File: config.mk
export PLATFORM = sky130hd
export DESIGN_NAME = bp_cfg_reg_decoder
export DESIGN_NICKNAME = d
export VERILOG_FILES = /design/src/rtl/bp_common_cfg_link_pkg.sv /design/src/rtl/bp_cfg_addr_decode.sv /design/src/rtl/bp_cfg_reg_decoder.sv
export SDC_FILE = /design/constraint.sdc
export NUM_CORES = 1
export LEC_CHECK = 0
export ABC_CLOCK_PERIOD_IN_PS = 4900
export CORE_AREA = 2 2 146 91
export DETAILED_ROUTE_END_ITERATION = 8
export DIE_AREA = 0 0 148 93
export GPL_ROUTABILITY_DRIVEN = 0
export PLACE_DENSITY = 0.85
export SYNTH_ARGS = -nofsm -noshare
export SYNTH_HDL_FRONTEND = slang
export SYNTH_SLANG_ARGS = --single-unit
File: constraint.sdc
create_clock -name clk_i -period 4.9 [get_ports clk_i]
set_clock_uncertainty 0.05 [all_clocks]
set_input_delay 0.49 -clock clk_i [delete_from_list [all_inputs] [get_ports clk_i]]
set_output_delay 0.49 -clock clk_i [all_outputs]
set_load 0.01 [all_outputs]
File: src/rtl/bp_common_cfg_link_pkg.sv
// Shared config-link definitions: local register offsets, forwarding windows
// and the forward-target / decoder-state enums.
package bp_common_cfg_link_pkg;

  localparam logic [15:0] bp_cfg_reg_reset_gp       = 16'h0001;
  localparam logic [15:0] bp_cfg_reg_freeze_gp      = 16'h0002;
  localparam logic [15:0] bp_cfg_reg_core_id_gp     = 16'h0005;
  localparam logic [15:0] bp_cfg_reg_icache_mode_gp = 16'h0022;
  localparam logic [15:0] bp_cfg_reg_npc_lo_gp      = 16'h0040;
  localparam logic [15:0] bp_cfg_reg_npc_hi_gp      = 16'h0041;
  localparam logic [15:0] bp_cfg_reg_dcache_mode_gp = 16'h0043;
  localparam logic [15:0] bp_cfg_reg_cce_mode_gp    = 16'h0081;

  localparam logic [15:0] bp_cfg_irf_base_gp   = 16'h0050;
  localparam logic [15:0] bp_cfg_irf_end_gp    = 16'h006f;
  localparam logic [15:0] bp_cfg_frf_base_gp   = 16'h00a0;
  localparam logic [15:0] bp_cfg_frf_end_gp    = 16'h00bf;
  localparam logic [15:0] bp_cfg_csr_base_gp   = 16'h6000;
  localparam logic [15:0] bp_cfg_csr_end_gp    = 16'h6fff;
  localparam logic [15:0] bp_cfg_ucode_base_gp = 16'h8000;
  localparam logic [15:0] bp_cfg_ucode_end_gp  = 16'h8fff;

  typedef enum logic [1:0] {
    e_cfg_sel_irf   = 2'd0,
    e_cfg_sel_frf   = 2'd1,
    e_cfg_sel_csr   = 2'd2,
    e_cfg_sel_ucode = 2'd3
  } bp_cfg_fwd_sel_e;

  typedef enum logic [1:0] {
    e_ready    = 2'd0,
    e_fwd_req  = 2'd1,
    e_fwd_wait = 2'd2,
    e_resp     = 2'd3
  } bp_cfg_state_e;

  function automatic logic addr_in_range(input logic [15:0] addr,
                                         input logic [15:0] lo,
                                         input logic [15:0] hi);
    return (addr >= lo) && (addr <= hi);
  endfunction

endpackage

File: src/rtl/bp_cfg_addr_decode.sv
// Pure combinational classification of a config offset into local register,
// forwarded target (with target index) or unmapped.
module bp_cfg_addr_decode
  import bp_common_cfg_link_pkg::*;
(
  input  logic [15:0]     addr_i,
  output logic            local_o,
  output logic            fwd_o,
  output logic            err_o,
  output bp_cfg_fwd_sel_e sel_o,
  output logic [11:0]     idx_o
);

  always_comb begin
    local_o = 1'b0;
    fwd_o   = 1'b0;
    sel_o   = e_cfg_sel_irf;
    idx_o   = '0;

    case (addr_i)
      bp_cfg_reg_reset_gp, bp_cfg_reg_freeze_gp, bp_cfg_reg_core_id_gp,
      bp_cfg_reg_icache_mode_gp, bp_cfg_reg_dcache_mode_gp,
      bp_cfg_reg_cce_mode_gp, bp_cfg_reg_npc_lo_gp, bp_cfg_reg_npc_hi_gp:
        local_o = 1'b1;
      default: ;
    endcase

    if (addr_in_range(addr_i, bp_cfg_irf_base_gp, bp_cfg_irf_end_gp)) begin
      fwd_o = 1'b1;
      sel_o = e_cfg_sel_irf;
      idx_o = 12'(addr_i - bp_cfg_irf_base_gp);
    end else if (addr_in_range(addr_i, bp_cfg_frf_base_gp, bp_cfg_frf_end_gp)) begin
      fwd_o = 1'b1;
      sel_o = e_cfg_sel_frf;
      idx_o = 12'(addr_i - bp_cfg_frf_base_gp);
    end else if (addr_in_range(addr_i, bp_cfg_csr_base_gp, bp_cfg_csr_end_gp)) begin
      fwd_o = 1'b1;
      sel_o = e_cfg_sel_csr;
      idx_o = addr_i[11:0];
    end else if (addr_in_range(addr_i, bp_cfg_ucode_base_gp, bp_cfg_ucode_end_gp)) begin
      fwd_o = 1'b1;
      sel_o = e_cfg_sel_ucode;
      idx_o = addr_i[11:0];
    end

    err_o = ~local_o & ~fwd_o;
  end

endmodule

File: src/rtl/bp_cfg_reg_decoder.sv
// Config-link register decoder: serves local core-control registers and
// forwards irf/frf/csr/ucode accesses, one transaction at a time.
module bp_cfg_reg_decoder
  import bp_common_cfg_link_pkg::*;
#(
  parameter int cfg_data_width_p = 32,
  parameter int vaddr_width_p    = 39,
  parameter int core_id_width_p  = 4,
  parameter logic [vaddr_width_p-1:0] npc_reset_p = 'h0080000000
) (
  input  logic                        clk_i,
  input  logic                        reset_i,

  input  logic                        cfg_v_i,
  input  logic                        cfg_w_i,
  input  logic [15:0]                 cfg_addr_i,
  input  logic [cfg_data_width_p-1:0] cfg_data_i,
  output logic                        cfg_ready_o,

  output logic                        resp_v_o,
  output logic [cfg_data_width_p-1:0] resp_data_o,
  output logic                        resp_err_o,
  input  logic                        resp_yumi_i,

  output logic                        reset_o,
  output logic                        freeze_o,
  output logic [core_id_width_p-1:0]  core_id_o,
  output logic [1:0]                  icache_mode_o,
  output logic [1:0]                  dcache_mode_o,
  output logic                        cce_mode_o,
  output logic [vaddr_width_p-1:0]    npc_o,

  output logic                        fwd_v_o,
  output logic                        fwd_w_o,
  output logic [1:0]                  fwd_sel_o,
  output logic [11:0]                 fwd_idx_o,
  output logic [cfg_data_width_p-1:0] fwd_data_o,
  input  logic                        fwd_ready_i,
  input  logic                        fwd_rdata_v_i,
  input  logic [cfg_data_width_p-1:0] fwd_rdata_i
);

  bp_cfg_state_e               state_q, state_d;
  logic                        reset_q, reset_d;
  logic                        freeze_q, freeze_d;
  logic [core_id_width_p-1:0]  core_id_q, core_id_d;
  logic [1:0]                  icache_q, icache_d;
  logic [1:0]                  dcache_q, dcache_d;
  logic                        cce_q, cce_d;
  logic [vaddr_width_p-1:0]    npc_q, npc_d;
  logic                        resp_err_q, resp_err_d;
  logic [cfg_data_width_p-1:0] resp_data_q, resp_data_d;
  logic                        fwd_w_q, fwd_w_d;
  bp_cfg_fwd_sel_e             fwd_sel_q, fwd_sel_d;
  logic [11:0]                 fwd_idx_q, fwd_idx_d;
  logic [cfg_data_width_p-1:0] fwd_data_q, fwd_data_d;

  logic                        dec_local, dec_fwd, dec_err;
  bp_cfg_fwd_sel_e             dec_sel;
  logic [11:0]                 dec_idx;
  logic [cfg_data_width_p-1:0] rd_val;
  logic                        accept;

  bp_cfg_addr_decode u_decode (
    .addr_i  (cfg_addr_i),
    .local_o (dec_local),
    .fwd_o   (dec_fwd),
    .err_o   (dec_err),
    .sel_o   (dec_sel),
    .idx_o   (dec_idx)
  );

  // Zero-extended view of the addressed local register for reads.
  always_comb begin
    rd_val = '0;
    case (cfg_addr_i)
      bp_cfg_reg_reset_gp:       rd_val[0] = reset_q;
      bp_cfg_reg_freeze_gp:      rd_val[0] = freeze_q;
      bp_cfg_reg_core_id_gp:     rd_val[core_id_width_p-1:0] = core_id_q;
      bp_cfg_reg_icache_mode_gp: rd_val[1:0] = icache_q;
      bp_cfg_reg_dcache_mode_gp: rd_val[1:0] = dcache_q;
      bp_cfg_reg_cce_mode_gp:    rd_val[0] = cce_q;
      bp_cfg_reg_npc_lo_gp:      rd_val[31:0] = npc_q[31:0];
      bp_cfg_reg_npc_hi_gp:      rd_val[vaddr_width_p-33:0] = npc_q[vaddr_width_p-1:32];
      default: ;
    endcase
  end

  assign cfg_ready_o = (state_q == e_ready);
  assign accept      = cfg_v_i & cfg_ready_o;

  always_comb begin
    state_d     = state_q;
    reset_d     = reset_q;
    freeze_d    = freeze_q;
    core_id_d   = core_id_q;
    icache_d    = icache_q;
    dcache_d    = dcache_q;
    cce_d       = cce_q;
    npc_d       = npc_q;
    resp_err_d  = resp_err_q;
    resp_data_d = resp_data_q;
    fwd_w_d     = fwd_w_q;
    fwd_sel_d   = fwd_sel_q;
    fwd_idx_d   = fwd_idx_q;
    fwd_data_d  = fwd_data_q;

    case (state_q)
      e_ready: begin
        if (accept) begin
          if (dec_local) begin
            state_d     = e_resp;
            resp_err_d  = 1'b0;
            resp_data_d = cfg_w_i ? '0 : rd_val;
            if (cfg_w_i) begin
              case (cfg_addr_i)
                bp_cfg_reg_reset_gp:       reset_d   = cfg_data_i[0];
                bp_cfg_reg_freeze_gp:      freeze_d  = cfg_data_i[0];
                bp_cfg_reg_core_id_gp:     core_id_d = cfg_data_i[core_id_width_p-1:0];
                bp_cfg_reg_icache_mode_gp: icache_d  = cfg_data_i[1:0];
                bp_cfg_reg_dcache_mode_gp: dcache_d  = cfg_data_i[1:0];
                bp_cfg_reg_cce_mode_gp:    cce_d     = cfg_data_i[0];
                // The PC may only be changed while the core is frozen.
                bp_cfg_reg_npc_lo_gp:
                  if (freeze_q) npc_d[31:0] = cfg_data_i[31:0];
                  else          resp_err_d  = 1'b1;
                bp_cfg_reg_npc_hi_gp:
                  if (freeze_q) npc_d[vaddr_width_p-1:32] = cfg_data_i[vaddr_width_p-33:0];
                  else          resp_err_d  = 1'b1;
                default: ;
              endcase
            end
          end else if (dec_fwd) begin
            state_d    = e_fwd_req;
            fwd_w_d    = cfg_w_i;
            fwd_sel_d  = dec_sel;
            fwd_idx_d  = dec_idx;
            fwd_data_d = cfg_data_i;
          end else if (dec_err) begin
            state_d     = e_resp;
            resp_err_d  = 1'b1;
            resp_data_d = '0;
          end
        end
      end
      e_fwd_req: begin
        if (fwd_ready_i) begin
          if (fwd_w_q) begin
            state_d     = e_resp;
            resp_err_d  = 1'b0;
            resp_data_d = '0;
          end else begin
            state_d = e_fwd_wait;
          end
        end
      end
      e_fwd_wait: begin
        if (fwd_rdata_v_i) begin
          state_d     = e_resp;
          resp_err_d  = 1'b0;
          resp_data_d = fwd_rdata_i;
        end
      end
      e_resp: begin
        if (resp_yumi_i) state_d = e_ready;
      end
      default: state_d = e_ready;
    endcase
  end

  always_ff @(posedge clk_i or posedge reset_i) begin
    if (reset_i) begin
      state_q    <= e_ready;
      reset_q    <= 1'b1;
      freeze_q   <= 1'b1;
      core_id_q  <= '0;
      icache_q   <= '0;
      dcache_q   <= '0;
      cce_q      <= 1'b0;
      npc_q      <= npc_reset_p;
      resp_err_q <= 1'b0;
    end else begin
      state_q    <= state_d;
      reset_q    <= reset_d;
      freeze_q   <= freeze_d;
      core_id_q  <= core_id_d;
      icache_q   <= icache_d;
      dcache_q   <= dcache_d;
      cce_q      <= cce_d;
      npc_q      <= npc_d;
      resp_err_q <= resp_err_d;
    end
  end

  always_ff @(posedge clk_i) begin
    resp_data_q <= resp_data_d;
    fwd_w_q     <= fwd_w_d;
    fwd_sel_q   <= fwd_sel_d;
    fwd_idx_q   <= fwd_idx_d;
    fwd_data_q  <= fwd_data_d;
  end

  assign resp_v_o      = (state_q == e_resp);
  assign resp_data_o   = resp_data_q;
  assign resp_err_o    = resp_err_q;
  assign fwd_v_o       = (state_q == e_fwd_req);
  assign fwd_w_o       = fwd_w_q;
  assign fwd_sel_o     = fwd_sel_q;
  assign fwd_idx_o     = fwd_idx_q;
  assign fwd_data_o    = fwd_data_q;
  assign reset_o       = reset_q;
  assign freeze_o      = freeze_q;
  assign core_id_o     = core_id_q;
  assign icache_mode_o = icache_q;
  assign dcache_mode_o = dcache_q;
  assign cce_mode_o    = cce_q;
  assign npc_o         = npc_q;

endmodule

==> flow_summary_export.csv, run 1 <==
group,metric,value,unit
synth,synth_cell_types,52,
synth,synth_area,5840,µm²
synth,yosysSeqAreaShare,0.634,
critical_path,rrSetupSlack,2060,ps
clock_tree,clkTransAtPathRegs,60,ps
route,drc_errors,0,
synth,yosys_register_bits,132,
clock_tree,h-tree-depth,4,
clock_tree,cts_resized,0,
cells_and_area,syn2layout_area_growth,51.1,%
placed_design,numPortBuffers,219,
synth,synth_commonest_cells,"79 x edfxtp_1, 50 x dfrtp_1, 31 x mux2_4",
clock_tree,cts_buffers,17,
sta,setup_viol,0,
floorplan,chipHeight,93,µm
route,vias_per_cell,5.50,
power,p_switching,991,µW
synth,syn_avg_cell_area,14.7,µm²
sta,finalHoldViolations,0,
min_path,hold_path_class,"flip-flop to flip-flop",
critical_path,path_buf_inv,2,
floorplan,rows,32,
sta,layout_min_cycle_time,3590,ps
clock_tree,ctsLongestPathBuffers,2,
critical_path,slowest_stage,"clkdlybuf4s50_1",
job,maxCapViolCount,0,
critical_path,critPathRequiredTime,4940,ps
synth,ys.flop_type,"edfxtp_1",
critical_path,crit_path_start_kind,"primary input",
clock_tree,clk_latency,400,ps
clock_tree,clkSinkCount,132,
critical_path,rr_worst_depth,8,
critical_path,r2r-end,"npc_o[19]",
cells_and_area,fin_nets,725,
synth,synth-edff-count,79,
cells_and_area,diodes,0,
synth,async_reset_ff_frac,0.402,
cells_and_area,fill_cells,867,
sta,fin_crit_sh,0.733,
route,firstDrtPassIters,5,
sta,tns,0,ps
critical_path,slowest_delay,840,ps
synth,synth_cells,398,
power,p_seq_frac,0.401,
floorplan,start_util,0.467,
route,vias,4452,
clock_tree,cts_tree,"done",
floorplan,die_w,148,µm
power,p_clk_frac,0.339,
power,p_int,2.67,mW
global_routing,grt_start_max_net_pins,54,
global_routing,antenna_found_initial,0,
global_routing,grtUsageTotal,0.241,
placed_design,post-dp-hpwl,12100,µm
critical_path,worstPathArrival,3630,ps
cells_and_area,drive_gt1_frac,0.164,
route,wirelength,16600,µm
power,leakage,3.50,nW
critical_path,path_class,"primary input to flip-flop",
global_routing,gr-total-overflow,0,
global_routing,first_global_vias,4466,
critical_path,crit_family,"simple AND/OR/NAND/NOR gates",
synth,yosysMostFrequentCell,"edfxtp_1",
critical_path,end_kind,"flip-flop",
power,power.share.switching,0.270,
synth,synth_area_leaders,"edfxtp_1 41%, dfrtp_1 21%, mux2_4 8.0%",
synth,syn_nets,497,
synth,synth_top_cell_area_share,0.406,
critical_path,startpoint,"cfg_addr_i[1]",
floorplan,die_area,13800,µm²
power,peakVddDrop,306,µV
critical_path,r2r_start,"state_q[1]",
critical_path,critPathMaxFanout,28,
critical_path,crit_chain,"clkdlybuf4s50_1, nor4b_1, o211ai_1, a31oi_1, a211oi_4, nor4b_4, buf_12",
route,drtIter0Drc,353,
floorplan,core,12500,µm²
outcome,outcome,"finished clean",
critical_path,crit_cells,7,
sta,relSlewSlack,0.209,
power,finalPower,3.66,mW
route,wire_per_inst,20.5,µm
clock_tree,cts_hold_buf,0,
floorplan,io_pins,220,
power,pwr-share-comb,0.260,
route,ant_nets,0,
sta,worst_pin_slew,1190,ps
synth,yosys_warnings,0,
power,powerDensity,415,nW/µm²
sta,fmax,0.278,GHz
global_routing,grt_pass1_wl,25200,µm
sta,slew_violations,0,
synth,synth_area_leader_cell,"edfxtp_1",
clock_tree,cts_setup_buffers,0,
critical_path,worstSetupEndpoint,"resp_data_o[18]",
clock_tree,cts-root-buf,"clkbuf_16",
sta,rsz0062_at_grt,"no",
## cell type report
cell class | count | area [µm²] | area share
Clock inverter | 10 | 96.3 | 0.0109
Sequential cell | 132 | 3700 | 0.420
Tap cell | 170 | 213 | 0.0241
Inverter | 14 | 52.6 | 0.00596
Clock buffer | 22 | 497 | 0.0563
Timing Repair Buffer | 224 | 2250 | 0.256
Multi-Input combinational cell | 237 | 2010 | 0.228
## flip-flops by register name, indices dropped and copies added (netlist names)
name / cells
npc_o: 39
fwd_data_o: 32
resp_data_o: 32
fwd_idx_o: 12
core_id_o: 4
dcache_mode_o: 2
fwd_sel_o: 2
icache_mode_o: 2
state_q: 2
cce_mode_o: 1
freeze_o: 1
fwd_w_o: 1
reset_o: 1
resp_err_o: 1
## how the worst min path moves through the flow
| stage | startpoint | to | depth (start not counted) |
|---|---|---|---|
| after global placement | npc_o[24] | npc_o[24] | 1 |
| after CTS | npc_o[20] | npc_o[20] | 1 |
| final | npc_o[0] | npc_o[0] | 1 |
| after detailed placement | npc_o[20] | npc_o[20] | 1 |
| after floorplan | state_q[1] | state_q[1] | 2 |
| after global routing | npc_o[20] | npc_o[20] | 1 |
## cell usage in the layout (no fill, tap or decap), drive strengths merged, types with 3 or more instances in the layout
master	count
a31oi	3
clkbuf	22
clkinv	7
a21oi	10
and2	4
buf	5
a2111oi	4
nand2b	7
inv	15
a22o	25
ha	12
dfstp	3
dfrtp	50
edfxtp	79
nor4	4
nor4b	3
o21ai	20
mux2	50
nand2	22
nor2b	7
nand3	6
nor2	15
nor3	11
clkdlybuf4s50	219
a22oi	6
## power by group through the flow
stage / logic [mW] / registers, mW / clock network, mW
2_1_floorplan: 0.322 / 1.57 / 0
3_3_place_gp: 0.933 / 1.48 / 0
3_5_place_dp: 0.955 / 1.49 / 0
4_1_cts: 0.958 / 1.47 / 1.26
5_1_grt: 1.01 / 1.48 / 1.31
6_report: 0.953 / 1.47 / 1.24
## routing by layer
layer  wire, µm  track usage  share of wire  vias up
li1           -            -              -     1975
met1       7520        0.340           0.45     2179
met2       7320        0.366           0.44      266
met3       1470       0.0756          0.088       32
met4        273       0.0603          0.016        0
met5          0            0              0        -
## through the flow
| step | worst slack, ps | instances | area (µm²) | hold slack, ps | utilization |
|---|---|---|---|---|---|
| floorplan | 1330 | 398 | 5840 | 450 | - |
| global route | 1140 | 809 | 8820 | 509 | 0.706 |
| detailed placement | 1010 | 777 | 8230 | 473 | 0.659 |
| global placement | 1200 | 777 | 8230 | 471 | 0.659 |
| finish | 1310 | 809 | 8820 | 493 | 0.706 |
| CTS | 1410 | 809 | 8820 | 489 | 0.706 |
## cell families after synthesis
| group | count (synthesis) | share of synthesized area |
|---|---|---|
| fa+ha+maj | 12 | 0.0257 |
| simple gates | 93 | 0.0979 |
| mux | 52 | 0.120 |
| xor+xnor | 1 | 0.00150 |
| buf+inv | 29 | 0.0242 |
| flops | 132 | 0.634 |
| compound gates | 79 | 0.0969 |
(Power assumes the default switching activity.)
==> run 2, diff against run 1 <==
--- a/config.mk
+++ b/config.mk
@@ -5,12 +5,12 @@
 export SDC_FILE = /design/constraint.sdc
 export NUM_CORES = 1
 export LEC_CHECK = 0
-export ABC_CLOCK_PERIOD_IN_PS = 4900
-export CORE_AREA = 2 2 146 91
+export ABC_CLOCK_PERIOD_IN_PS = 3200
+export CORE_AREA = 2 2 159 99
 export DETAILED_ROUTE_END_ITERATION = 8
-export DIE_AREA = 0 0 148 93
+export DIE_AREA = 0 0 161 101
 export GPL_ROUTABILITY_DRIVEN = 0
-export PLACE_DENSITY = 0.85
+export PLACE_DENSITY = 0.76
 export SYNTH_ARGS = -nofsm -noshare
 export SYNTH_HDL_FRONTEND = slang
 export SYNTH_SLANG_ARGS = --single-unit
==> constraint.sdc (replaced) <==
create_clock -name clk_i -period 3.2 [get_ports clk_i]
set_clock_uncertainty 0.05 [all_clocks]
set_input_delay 0.32 -clock clk_i [delete_from_list [all_inputs] [get_ports clk_i]]
set_output_delay 0.32 -clock clk_i [all_outputs]
set_load 0.01 [all_outputs]
==> flow_summary_export.csv, run 2 (synthesized netlist as in run 1, its figures left out) <==
group,metric,value,unit
outcome,outcome,"finished clean",
critical_path,end_kind,"flip-flop",
global_routing,grt_pass1_wl,25700,µm
power,leakage,3.61,nW
floorplan,core,14900,µm²
cells_and_area,final_common_cell,"clkdlybuf4s50_1",
cells_and_area,syn2layout_area_growth,55.0,%
route,top_layer,"met4",
clock_tree,clkTransAtPathRegs,60,ps
floorplan,io_pins,220,
placed_design,numPortBuffers,219,
clock_tree,cts_tree,"done",
clock_tree,ctsLongestPathBuffers,2,
cells_and_area,instances_no_fill,860,
critical_path,critPathRequiredTime,3440,ps
power,power.share.switching,0.275,
critical_path,crit_path_start_kind,"primary input",
route,drtIter0Drc,284,
clock_tree,cts_resized,0,
critical_path,rr_worst_depth,8,
floorplan,die_w,161,µm
critical_path,r2r-end,"npc_o[18]",
cells_and_area,fin_nets,743,
sta,fin_crit_sh,0.867,
power,pwr-share-comb,0.270,
global_routing,antenna_found_initial,0,
clock_tree,clkSinkCount,132,
sta,worst_pin_slew,719,ps
placed_design,place_inst,828,
sta,tns,0,ps
floorplan,start_util,0.392,
route,ant_nets,0,
cells_and_area,drive_gt1_frac,0.193,
clock_tree,clk_latency,400,ps
cells_and_area,largest_reg_flops,39,
route,vias,4393,
clock_tree,cts-root-buf,"clkbuf_16",
route,vias_per_cell,5.11,
route,wirelength,16800,µm
global_routing,gr-total-overflow,0,
placed_design,dpl_worst_slack,62.5,ps
route,met3_wirelength,1480,µm
sta,worst_slack,426,ps
route,wl_met2,7640,µm
route,firstDrtPassIters,5,
critical_path,path_class,"primary input to flip-flop",
critical_path,r2r_start,"state_q[0]",
floorplan,die_area,16300,µm²
sta,holdWs,309,ps
critical_path,rrSetupSlack,520,ps
sta,slew_violations,0,
floorplan,chipHeight,101,µm
job,maxCapViolCount,0,
global_routing,first_global_vias,4496,
route,drt-met1-wl,7550,µm
route,drc_errors,0,
sta,setup_viol,0,
power,p_switching,1.56,mW
power,p_clk_frac,0.336,
route,wire_per_inst,19.5,µm
global_routing,grtUsageTotal,0.209,
cells_and_area,diodes,0,
sta,relSlewSlack,0.520,
min_path,hold_path_class,"primary input to async pin",
global_routing,grt_start_max_net_pins,34,
sta,layout_min_cycle_time,2770,ps
critical_path,critPathMaxFanout,32,
power,powerDensity,628,nW/µm²
critical_path,worstPathArrival,3010,ps
power,p_int,4.12,mW
floorplan,rows,35,
placed_design,post-dp-hpwl,12500,µm
clock_tree,h-tree-depth,4,
sta,finalHoldViolations,0,
clock_tree,cts_hold_buf,0,
sta,fmax,0.361,GHz
clock_tree,cts_setup_buffers,0,
clock_tree,cts_buffers,17,
sta,rsz0062_at_grt,"no",
cells_and_area,mostFrequentLayoutCells,"219 x clkdlybuf4s50_1, 79 x edfxtp_1, 50 x dfrtp_1",
power,peakVddDrop,327,µV
power,p_seq_frac,0.394,
run 2: changes by cell type in the layout (fill, tap and decap cells not counted), moves of 2 or more:
cell,before,now
inv_6,1,3
buf_4,3,17
buf_12,2,6
clkbuf_16,19,17
clkinv_2,3,5
clkbuf_1,2,0
run 2: how the worst max path moves through the flow:
stage,startpoint,endpoint,slack [ps],cells past startpoint
final,cfg_addr_i[5],npc_o[18],430,9
after detailed placement,cfg_addr_i[5],npc_o[22],60,9
after CTS,cfg_addr_i[5],npc_o[18],480,9
after floorplan,cfg_addr_i[5],resp_err_o,60,8
after global routing,cfg_addr_i[5],npc_o[18],370,9
after global placement,cfg_addr_i[5],resp_data_o[23],140,10
run 2: metal layers:
layer | GRT usage | up-vias
li1 | - | 2009
met1 | 0.295 | 2145
met2 | 0.314 | 228
met3 | 0.0732 | 11
met4 | 0.0426 | 0
met5 | 0 | -
run 2: power by group through the flow:
stage,logic [mW],registers (mW),clock network (mW)
final,1.54,2.24,1.91
after global routing,1.65,2.26,2.04
after CTS,1.55,2.25,1.95
after detailed placement,1.54,2.28,0
after global placement,1.52,2.27,0
after floorplan,0.494,2.41,0
run 2: final cells by class:
cell class | instances | area [µm²]
fillers | 1141 | 5840
flip-flops and latches | 132 | 3700
repair buffers | 242 | 2440
multi-input cells | 237 | 2020
clock buffers | 17 | 425
well taps | 203 | 254
clock inverters | 15 | 156
inverters | 14 | 52.6
run 2: critical path, stage by stage:
cell and delay, ps:
clkdlybuf4s50_1 470, inv_1 130, ha_1 200, or3b_1 420, or3_4 410, nor4b_2 350
nand2b_2 120, buf_12 190, mux2_4 340
run 2: through the flow:
stage / util / power [mW] / cell area, µm²
3_3_place_gp: 0.569 / 3.79 / 8470
2_1_floorplan: - / 2.90 / 5850
5_1_grt: 0.608 / 5.95 / 9050
3_5_place_dp: 0.569 / 3.82 / 8470
4_1_cts: 0.608 / 5.75 / 9050
6_report: 0.608 / 5.69 / 9050
